$ cat config.mk
export PLATFORM = sky130hd
export DESIGN_NAME = adder_pipe
export DESIGN_NICKNAME = d
export VERILOG_FILES = /design/src/rtl/adder_seg.sv /design/src/rtl/adder_pipe.sv
export SDC_FILE = /design/constraint.sdc
export NUM_CORES = 1
export LEC_CHECK = 0
export CAP_MARGIN = 20
export CORE_MARGIN = 4
export CORE_UTILIZATION = 55
export DETAILED_ROUTE_END_ITERATION = 12
export GPL_ROUTABILITY_DRIVEN = 0
export PLACE_DENSITY = 0.82
export SETUP_SLACK_MARGIN = 0.05
export SYNTH_ARGS = -nofsm -noshare
export SYNTH_HDL_FRONTEND = slang
export SYNTH_SLANG_ARGS = --single-unit
$ cat constraint.sdc
create_clock -name clk -period 5.35 [get_ports clk]
set_input_delay 1.07 -clock clk [delete_from_list [all_inputs] [get_ports clk]]
set_output_delay 1.07 -clock clk [all_outputs]
set_load 0.005 [all_outputs]
$ cat src/rtl/adder_seg.sv
// Combinational SEG-bit ripple-carry segment built from 1-bit full-adder cells.
// Also exposes the carry into the segment MSB so the top segment can form signed overflow.
module adder_seg #(
  parameter int unsigned SEG = 8
) (
  input  logic [SEG-1:0] a_i,
  input  logic [SEG-1:0] b_i,
  input  logic           cin_i,
  output logic [SEG-1:0] sum_o,
  output logic           cout_o,
  output logic           cmsb_o
);

  logic [SEG:0] carry;

  assign carry[0] = cin_i;

  for (genvar i = 0; i < SEG; i++) begin : gen_bit
    assign sum_o[i]   = a_i[i] ^ b_i[i] ^ carry[i];
    assign carry[i+1] = (a_i[i] & b_i[i]) | (carry[i] & (a_i[i] ^ b_i[i]));
  end

  assign cout_o = carry[SEG];
  assign cmsb_o = carry[SEG-1];

endmodule

$ cat src/rtl/adder_pipe.sv
// Pipelined add/subtract unit: one WIDTH/STAGES-bit carry segment per stage, registered carries,
// valid/ready handshake with a global stall, and a two's-complement overflow flag.
module adder_pipe #(
  parameter int unsigned WIDTH  = 32,
  parameter int unsigned STAGES = 4
) (
  input  logic             clk,
  input  logic             rst_n,
  input  logic             in_valid,
  output logic             in_ready,
  input  logic [WIDTH-1:0] a,
  input  logic [WIDTH-1:0] b,
  input  logic             cin,
  input  logic             sub,
  output logic             out_valid,
  input  logic             out_ready,
  output logic [WIDTH-1:0] sum,
  output logic             cout,
  output logic             ovf
);

  localparam int unsigned SEG = WIDTH / STAGES;

  if (WIDTH % STAGES != 0) begin : gen_chk_div
    $error("adder_pipe: WIDTH (%0d) must be a multiple of STAGES (%0d)", WIDTH, STAGES);
  end
  if (WIDTH < 2 || STAGES < 1 || STAGES > WIDTH) begin : gen_chk_range
    $error("adder_pipe: need WIDTH >= 2 and 1 <= STAGES <= WIDTH");
  end

  logic              en;
  logic [STAGES-1:0] v_q;
  logic [STAGES-1:0] v_d;
  logic              ovf_q;
  logic [WIDTH-1:0]  b_ent;
  logic              cin_ent;

  // Per-stage register outputs. w_s holds the not-yet-added A segments in its low bits and the
  // finished sum segments in its high bits; it rotates down by SEG each stage.
  logic [WIDTH-1:0]  w_s [STAGES];
  logic [WIDTH-1:0]  b_s [STAGES];
  logic [STAGES-1:0] c_s;
  logic [STAGES-1:0] seg_cout;
  logic [STAGES-1:0] seg_cmsb;

  assign en        = !out_valid | out_ready;
  assign in_ready  = en;
  assign b_ent     = sub ? ~b : b;
  assign cin_ent   = sub | cin;

  always_comb begin
    v_d = (v_q << 1) | STAGES'(in_valid);
  end

  always_ff @(posedge clk or negedge rst_n) begin
    if (!rst_n) begin
      v_q <= '0;
    end else if (en) begin
      v_q <= v_d;
    end
  end

  for (genvar k = 0; k < STAGES; k++) begin : gen_stage
    logic [WIDTH-1:0] wa;
    logic [WIDTH-1:0] wb;
    logic             ci;
    logic [SEG-1:0]   seg_sum;
    logic [WIDTH-1:0] w_q;
    logic [WIDTH-1:0] b_q;
    logic             c_q;

    if (k == 0) begin : gen_head
      assign wa = a;
      assign wb = b_ent;
      assign ci = cin_ent;
    end else begin : gen_body
      assign wa = w_s[k-1];
      assign wb = b_s[k-1];
      assign ci = c_s[k-1];
    end

    adder_seg #(
      .SEG (SEG)
    ) u_seg (
      .a_i    (wa[SEG-1:0]),
      .b_i    (wb[SEG-1:0]),
      .cin_i  (ci),
      .sum_o  (seg_sum),
      .cout_o (seg_cout[k]),
      .cmsb_o (seg_cmsb[k])
    );

    always_ff @(posedge clk or negedge rst_n) begin
      if (!rst_n) begin
        w_q <= '0;
        b_q <= '0;
        c_q <= 1'b0;
      end else if (en) begin
        w_q <= (wa >> SEG) | (WIDTH'(seg_sum) << (WIDTH - SEG));
        b_q <= wb >> SEG;
        c_q <= seg_cout[k];
      end
    end

    assign w_s[k] = w_q;
    assign b_s[k] = b_q;
    assign c_s[k] = c_q;
  end

  always_ff @(posedge clk or negedge rst_n) begin
    if (!rst_n) begin
      ovf_q <= 1'b0;
    end else if (en) begin
      ovf_q <= seg_cmsb[STAGES-1] ^ seg_cout[STAGES-1];
    end
  end

  // Final-stage B skew and lower-segment MSB carries have no consumer.
  logic unused_sink;
  assign unused_sink = ^{b_s[STAGES-1], seg_cmsb};

  assign out_valid = v_q[STAGES-1];
  assign sum       = w_s[STAGES-1];
  assign cout      = c_s[STAGES-1];
  assign ovf       = ovf_q;

endmodule
After elaboration in Yosys (flattened, before gate mapping)
Cells that the tools add are included.
{"block": "totals", "regBits": 185, "input_bits": 70, "out_inout_bits": 36, "wordCells": 184}
{"block": "classes", "n_mux": 1, "n_bitwise": 169, "n_reduce_logical": 1}
{"cell": "$or A24 B32 Y32", "n": 4}
{"cell": "$xor A1 B1 Y1", "n": 65}
{"cell": "$and A1 B1 Y1", "n": 64}
{"cell": "$or A1 B1 Y1", "n": 34}
{"cell": "$mux W32", "n": 1}
{"cell": "$not A32 Y32", "n": 1}
{"cell": "$or A4 B1 Y4", "n": 1}
{"cell": "$logic_not A1 Y1", "n": 1}

Longest topological paths before layout
{"block": "depth", "word_depth": 19, "mapped_depth": 14, "mapped_depth_nobuf": 13}

Modules after synthesis
A second synthesis with hierarchy kept.
{"block": "hier_totals", "cells_unflattened": 502, "hier_area_um2": 8549.4}
{"mod": "adder_pipe", "instances": 1, "cells_per_inst": 430, "area_per_inst_um2": 7758.7, "seq_area_each_um2": 4629.4}
{"mod": "adder_seg", "instances": 4, "cells_per_inst": 18, "area_per_inst_um2": 197.7, "seq_area_each_um2": 0.0}

Worst setup path before layout
Ideal clock, no wire load.
{"block": "synth_path", "path_kind": "in2reg", "from": "input sub", "to": "register gen_stage[0].w_q[31]", "setup_time_ns": 0.125, "arrival_ns": 4.640, "required_ns": 5.225, "path_slack_ns": 0.585, "cell_stages": 14, "path_buffers": 2, "cell_sequence": "buf_2 > buf_2 > xor2_1 > fa_1 > fa_1 > inv_1 > fa_1 > fa_1 > fa_1 > fa_1 > fa_1 > inv_1 > fa_1 > mux2_4"}
{"block": "synth_between", "elab_chain_len": 18, "elab_cells_between_ends": 33, "cone_classes": "mux: 1; bitwise: 32"}
{"item": "start: declaration", "line": "adder_pipe.sv:14", "text": "input logic sub,"}
{"item": "$mux W32", "line": "adder_pipe.sv:48", "text": "assign b_ent = sub ? ~b : b;"}
{"item": "$xor A1 B1 Y1", "line": "adder_seg.sv:20", "text": "assign carry[i+1] = (a_i[i] & b_i[i]) | (carry[i] & (a_i[i] ^ b_i[i]));"}
{"item": "$and A1 B1 Y1", "line": "adder_seg.sv:20"}
{"item": "$or A1 B1 Y1", "line": "adder_seg.sv:20"}
{"item": "$and A1 B1 Y1", "line": "adder_seg.sv:20"}
{"item": "$or A1 B1 Y1", "line": "adder_seg.sv:20"}
{"item": "$and A1 B1 Y1", "line": "adder_seg.sv:20"}
{"item": "$or A1 B1 Y1", "line": "adder_seg.sv:20"}
{"item": "(+3 left out)"}
{"item": "$or A1 B1 Y1", "line": "adder_seg.sv:20"}
{"item": "$and A1 B1 Y1", "line": "adder_seg.sv:20"}
{"item": "$or A1 B1 Y1", "line": "adder_seg.sv:20"}
{"item": "$and A1 B1 Y1", "line": "adder_seg.sv:20"}
{"item": "$or A1 B1 Y1", "line": "adder_seg.sv:20"}
{"item": "$xor A1 B1 Y1 *", "line": "adder_seg.sv:19", "text": "assign sum_o[i] = a_i[i] ^ b_i[i] ^ carry[i];"}
{"item": "named net gen_stage[0].seg_sum[7]", "line": "adder_pipe.sv:67", "text": "logic [SEG-1:0] seg_sum;"}
{"item": "$or A24 B32 Y32 *", "line": "adder_pipe.sv:99", "text": "w_q <= (wa >> SEG) | (WIDTH'(seg_sum) << (WIDTH - SEG));"}
{"item": "end signal: assignment", "line": "adder_pipe.sv:99"}
{"item": "end: declaration", "line": "adder_pipe.sv:68", "text": "logic [WIDTH-1:0] w_q;"}
Mark *: on every way through the listed nets, which the timed path passes. The rest lies on a longest branch.
A chain may end at the register's enable or synchronous reset.

Final worst setup path
{"block": "layout_path", "from": "input b[0]", "to": "register gen_stage[0].w_q[31]"}
{"block": "layout_between", "elab_chain_len": 19, "elab_cells_between_ends": 20, "cone_classes": "mux: 1; bitwise: 19"}
{"item": "start: declaration", "line": "adder_pipe.sv:12", "text": "input logic [WIDTH-1:0] b,"}
{"item": "$not A32 Y32", "line": "adder_pipe.sv:48"}
{"item": "$mux W32 *", "line": "adder_pipe.sv:48"}
{"item": "$xor A1 B1 Y1", "line": "adder_seg.sv:20"}
{"item": "$and A1 B1 Y1", "line": "adder_seg.sv:20"}
{"item": "$or A1 B1 Y1 *", "line": "adder_seg.sv:20"}
{"item": "$and A1 B1 Y1 *", "line": "adder_seg.sv:20"}
{"item": "$or A1 B1 Y1 *", "line": "adder_seg.sv:20"}
{"item": "$and A1 B1 Y1 *", "line": "adder_seg.sv:20"}
{"item": "(+4 left out)"}
{"item": "$or A1 B1 Y1 *", "line": "adder_seg.sv:20"}
{"item": "$and A1 B1 Y1 *", "line": "adder_seg.sv:20"}
{"item": "$or A1 B1 Y1 *", "line": "adder_seg.sv:20"}
{"item": "$and A1 B1 Y1 *", "line": "adder_seg.sv:20"}
{"item": "$or A1 B1 Y1 *", "line": "adder_seg.sv:20"}
{"item": "$xor A1 B1 Y1 *", "line": "adder_seg.sv:19"}
{"item": "named net gen_stage[0].seg_sum[7]", "line": "adder_pipe.sv:67"}
{"item": "$or A24 B32 Y32 *", "line": "adder_pipe.sv:99"}
Marks and branches as above.

==> summary.txt <==
Run status
  – Status: complete, no violations

Clock network
  – CTS resizes: 0
  – Cts bufs inserted: 17
  – CTS tree: built
  – CTS root buffer: clkbuf_16
  – Sinks on Clock Net: approximately 190
  – Clk_lat worst skew: approximately 420 ps
  – CTS max path bufs: 2
  – Hold Buf Count CTS: 0
  – Clk pin slew, worst setup/hold paths: 60 ps
  – # Post-CTS Setup Buffers: 0
  – H-tree depth: 4

Run
  – MaxCap Viol Count: 0

Power
  – Psw: ~1700 uW
  – Clock share of power: 0.211
  – Peak supply drop: between 200 and 300 uV
  – Sequential power share: 0.404
  – Leakage power: about 0.0047 uW
  – Net Sw Frac: 0.282
  – Pwr Density: approximately 590 mW/mm2
  – Combinational power share: 0.385
  – Total internal power: around 4300 uW

Timing
  – Fin. Hold Viols: 0
  – Setup Skew: slightly below 7 ps
  – Final Slew Violations: 0
  – Post-route setup TNS: 0 ps
  – Max_slew headroom: 0.308
  – Worst-Margin Slew: about 1000 ps
  – RSZ-0062 raised after global routing: false
  – FMAX: about 220 MHz
  – Final setup vio count: 0
  – Fin crit period: 4530 ps
  – Tcrit/Tclk final: 0.846

Logic synthesis
  – Primary FF master, synth: dfrtp_1
  – Syn Nets: 608
  – Yosys reg bits: approximately 190
  – Synthesized cell area: 0.00845 mm2
  – Post-synth top area share: 0.548
  – Avg Cell Area, Syn: ~17 um2
  – Async SR Flop Fraction: 1.00
  – Mapped Cells: approximately 500
  – Ys Warns: 0
  – Post-synth EDFFs: 0
  – Post-synthesis sequential area ratio: 0.548
  – Synth cell types: 16
  – Most frequent cell after synthesis: dfrtp_1
  – Post-synth top area cell: dfrtp_1
  – Synth cell count leaders: dfrtp_1 (185), mux2_4 (120), mux2_2 (47)
  – Area contributors post-synth: dfrtp_1 (55%), mux2_4 (21%), fa_1 (7.6%)

Final layout
  – Finished Layout Cells: 812
  – Antenna diodes: 0
  – Nets: between 700 and 800
  – Area grow syn2layout: 20.4%
  – Share of cells above drive strength 1: 0.333

Setup path
  – Crit path to: gen_stage[0].w_q[31]
  – Setup CP Type: primary input to register
  – CP startpoint: b[0]
  – Crit path DAT: 4830 ps
  – Worst Path Required: between 5000 and 6000 ps
  – Worst r2r src: gen_stage[2].w_q[0]
  – FF-to-FF path depth: 13
  – Reg2reg end: ovf
  – Startpoint class of the critical path: primary input
  – R2r setup slk: roughly 1500 ps
  – Crit path max fanout: 1
  – Crit. End Element: register

Routing
  – DR iter-0 viols: 155
  – Avg Vias per Cell: 5.19
  – ANT nets after route: 0
  – DRC: 0
  – Detailed-route via count: 4,218
  – Final WL: ~14,000 um
  – DRT Pass-1 Iters: 6
  – WL/cell: about 18 um

Placed design
  – Placed Cells incl. Taps: 780
  – HPWL Detailed: between 10,000 and 15,000 um
  – Port Buffers: around 110

Die
  – Row Count: 45
  – Die Y: approximately 130 um
  – Full die area: around 0.017 mm2
  – IO Pins: around 110
  – Initial cell density of the core: 0.558
  – Width of the die: around 130 um
  – Core area: between 0.015 and 0.02 mm2

Hold path
  – Worst hold path class: register to register
  – Hold path startpoint: v_q[2]

GRT
  – Initial antenna violation count: 0
  – Vias in the first global route: 4,705
  – GR Util All Layers: 0.178
  – First-pass GRT wire length: approximately 25,000 um
  – Remaining Overflow, GRT: 0
  – Largest net degree at the start of global routing: approximately 110
## power groups by stage
stage / combinational (uW) / clock (uW) / sequential, uW
finish: 2330 / 1270 / 2440
global route: 2540 / 1370 / 2540
CTS: 2360 / 1310 / 2460
detailed placement: 2330 / 0 / 2470
global placement: 2240 / 0 / 2420
floorplan: 1700 / 0 / 2350
## worst min-delay path by stage
stage          endpoint  slack (ps)  depth (start not counted)
2_1_floorplan    v_q[3]         430                          1
3_3_place_gp     v_q[3]         450                          1
3_5_place_dp     v_q[3]         460                          1
4_1_cts          v_q[3]         470                          1
5_1_grt          v_q[3]         500                          1
6_report         v_q[3]         470                          1
## kinds of logic (layout without fill, tap and decap cells)
kind of cell	after synthesis	in the layout	synth area share
xor+xnor	33	33	0.0342
simple gates	17	17	0.0147
fa+ha+maj	32	32	0.0758
mux	170	170	0.279
buf+inv	55	173	0.0400
flops	185	185	0.548
compound gates	14	14	0.00829
## flip-flops by register name, indices dropped and copies added, names as in the netlist
register	cells
ovf	1
gen_stage.w_q	96
v_q	4
cout	1
gen_stage.b_q	48
gen_stage.c_q	3
sum	32
## placed cells by master (no fill, tap or decap), drive strengths merged
| cell type | Yosys | final |
|---|---|---|
| xnor2 | 8 | 8 |
| clkinv | 0 | 3 |
| a21oi | 14 | 14 |
| fa | 32 | 32 |
| clkinvlp | 0 | 2 |
| mux2 | 168 | 168 |
| nor3b | 14 | 14 |
| xor2 | 25 | 25 |
| buf | 25 | 9 |
| nand2b | 2 | 2 |
| or2 | 1 | 1 |
| clkdlybuf4s50 | 0 | 103 |
| dfrtp | 185 | 185 |
| mux2i | 2 | 2 |
| clkbuf | 2 | 23 |
| bufinv | 0 | 3 |
| inv | 28 | 30 |
## metal layers
| layer | wire [um] | global-route usage | part of all wire |
|---|---|---|---|
| met1 | 6450 | 0.242 | 0.45 |
| met2 | 7170 | 0.281 | 0.49 |
| met3 | 576 | 0.0416 | 0.040 |
| met4 | 289 | 0.0671 | 0.020 |
| met5 | 0 | 0 | 0 |
## through the flow
step	area, um2	utilization	total power [uW]	worst slack [ps]	hold slack, ps
6_report	10200	0.672	6040	824	470
5_1_grt	10200	0.672	6450	648	505
4_1_cts	10200	0.672	6130	815	471
3_5_place_dp	9570	0.632	4800	365	456
3_3_place_gp	9570	0.632	4670	438	453
2_1_floorplan	8450	-	4050	585	435
## critical path, cell delays in order
cell	delay (ps)
clkdlybuf4s50_1	470
xor2_1	200
fa_1	220
fa_1	160
inv_1	50
fa_1	380
fa_1	390
fa_1	390
fa_1	380
fa_1	360
inv_1	80
fa_1	410
mux2_4	260
## area by class of cell
cell class	instances	area, um2
clock inverters	10	141
well taps	188	235
clock buffers	22	464
repair buffers	113	1110
inverters	28	105
flip-flops and latches	185	4630
multi-input cells	266	3490
fillers	1011	4970
Note: power is estimated with default switching activity, not from simulation.
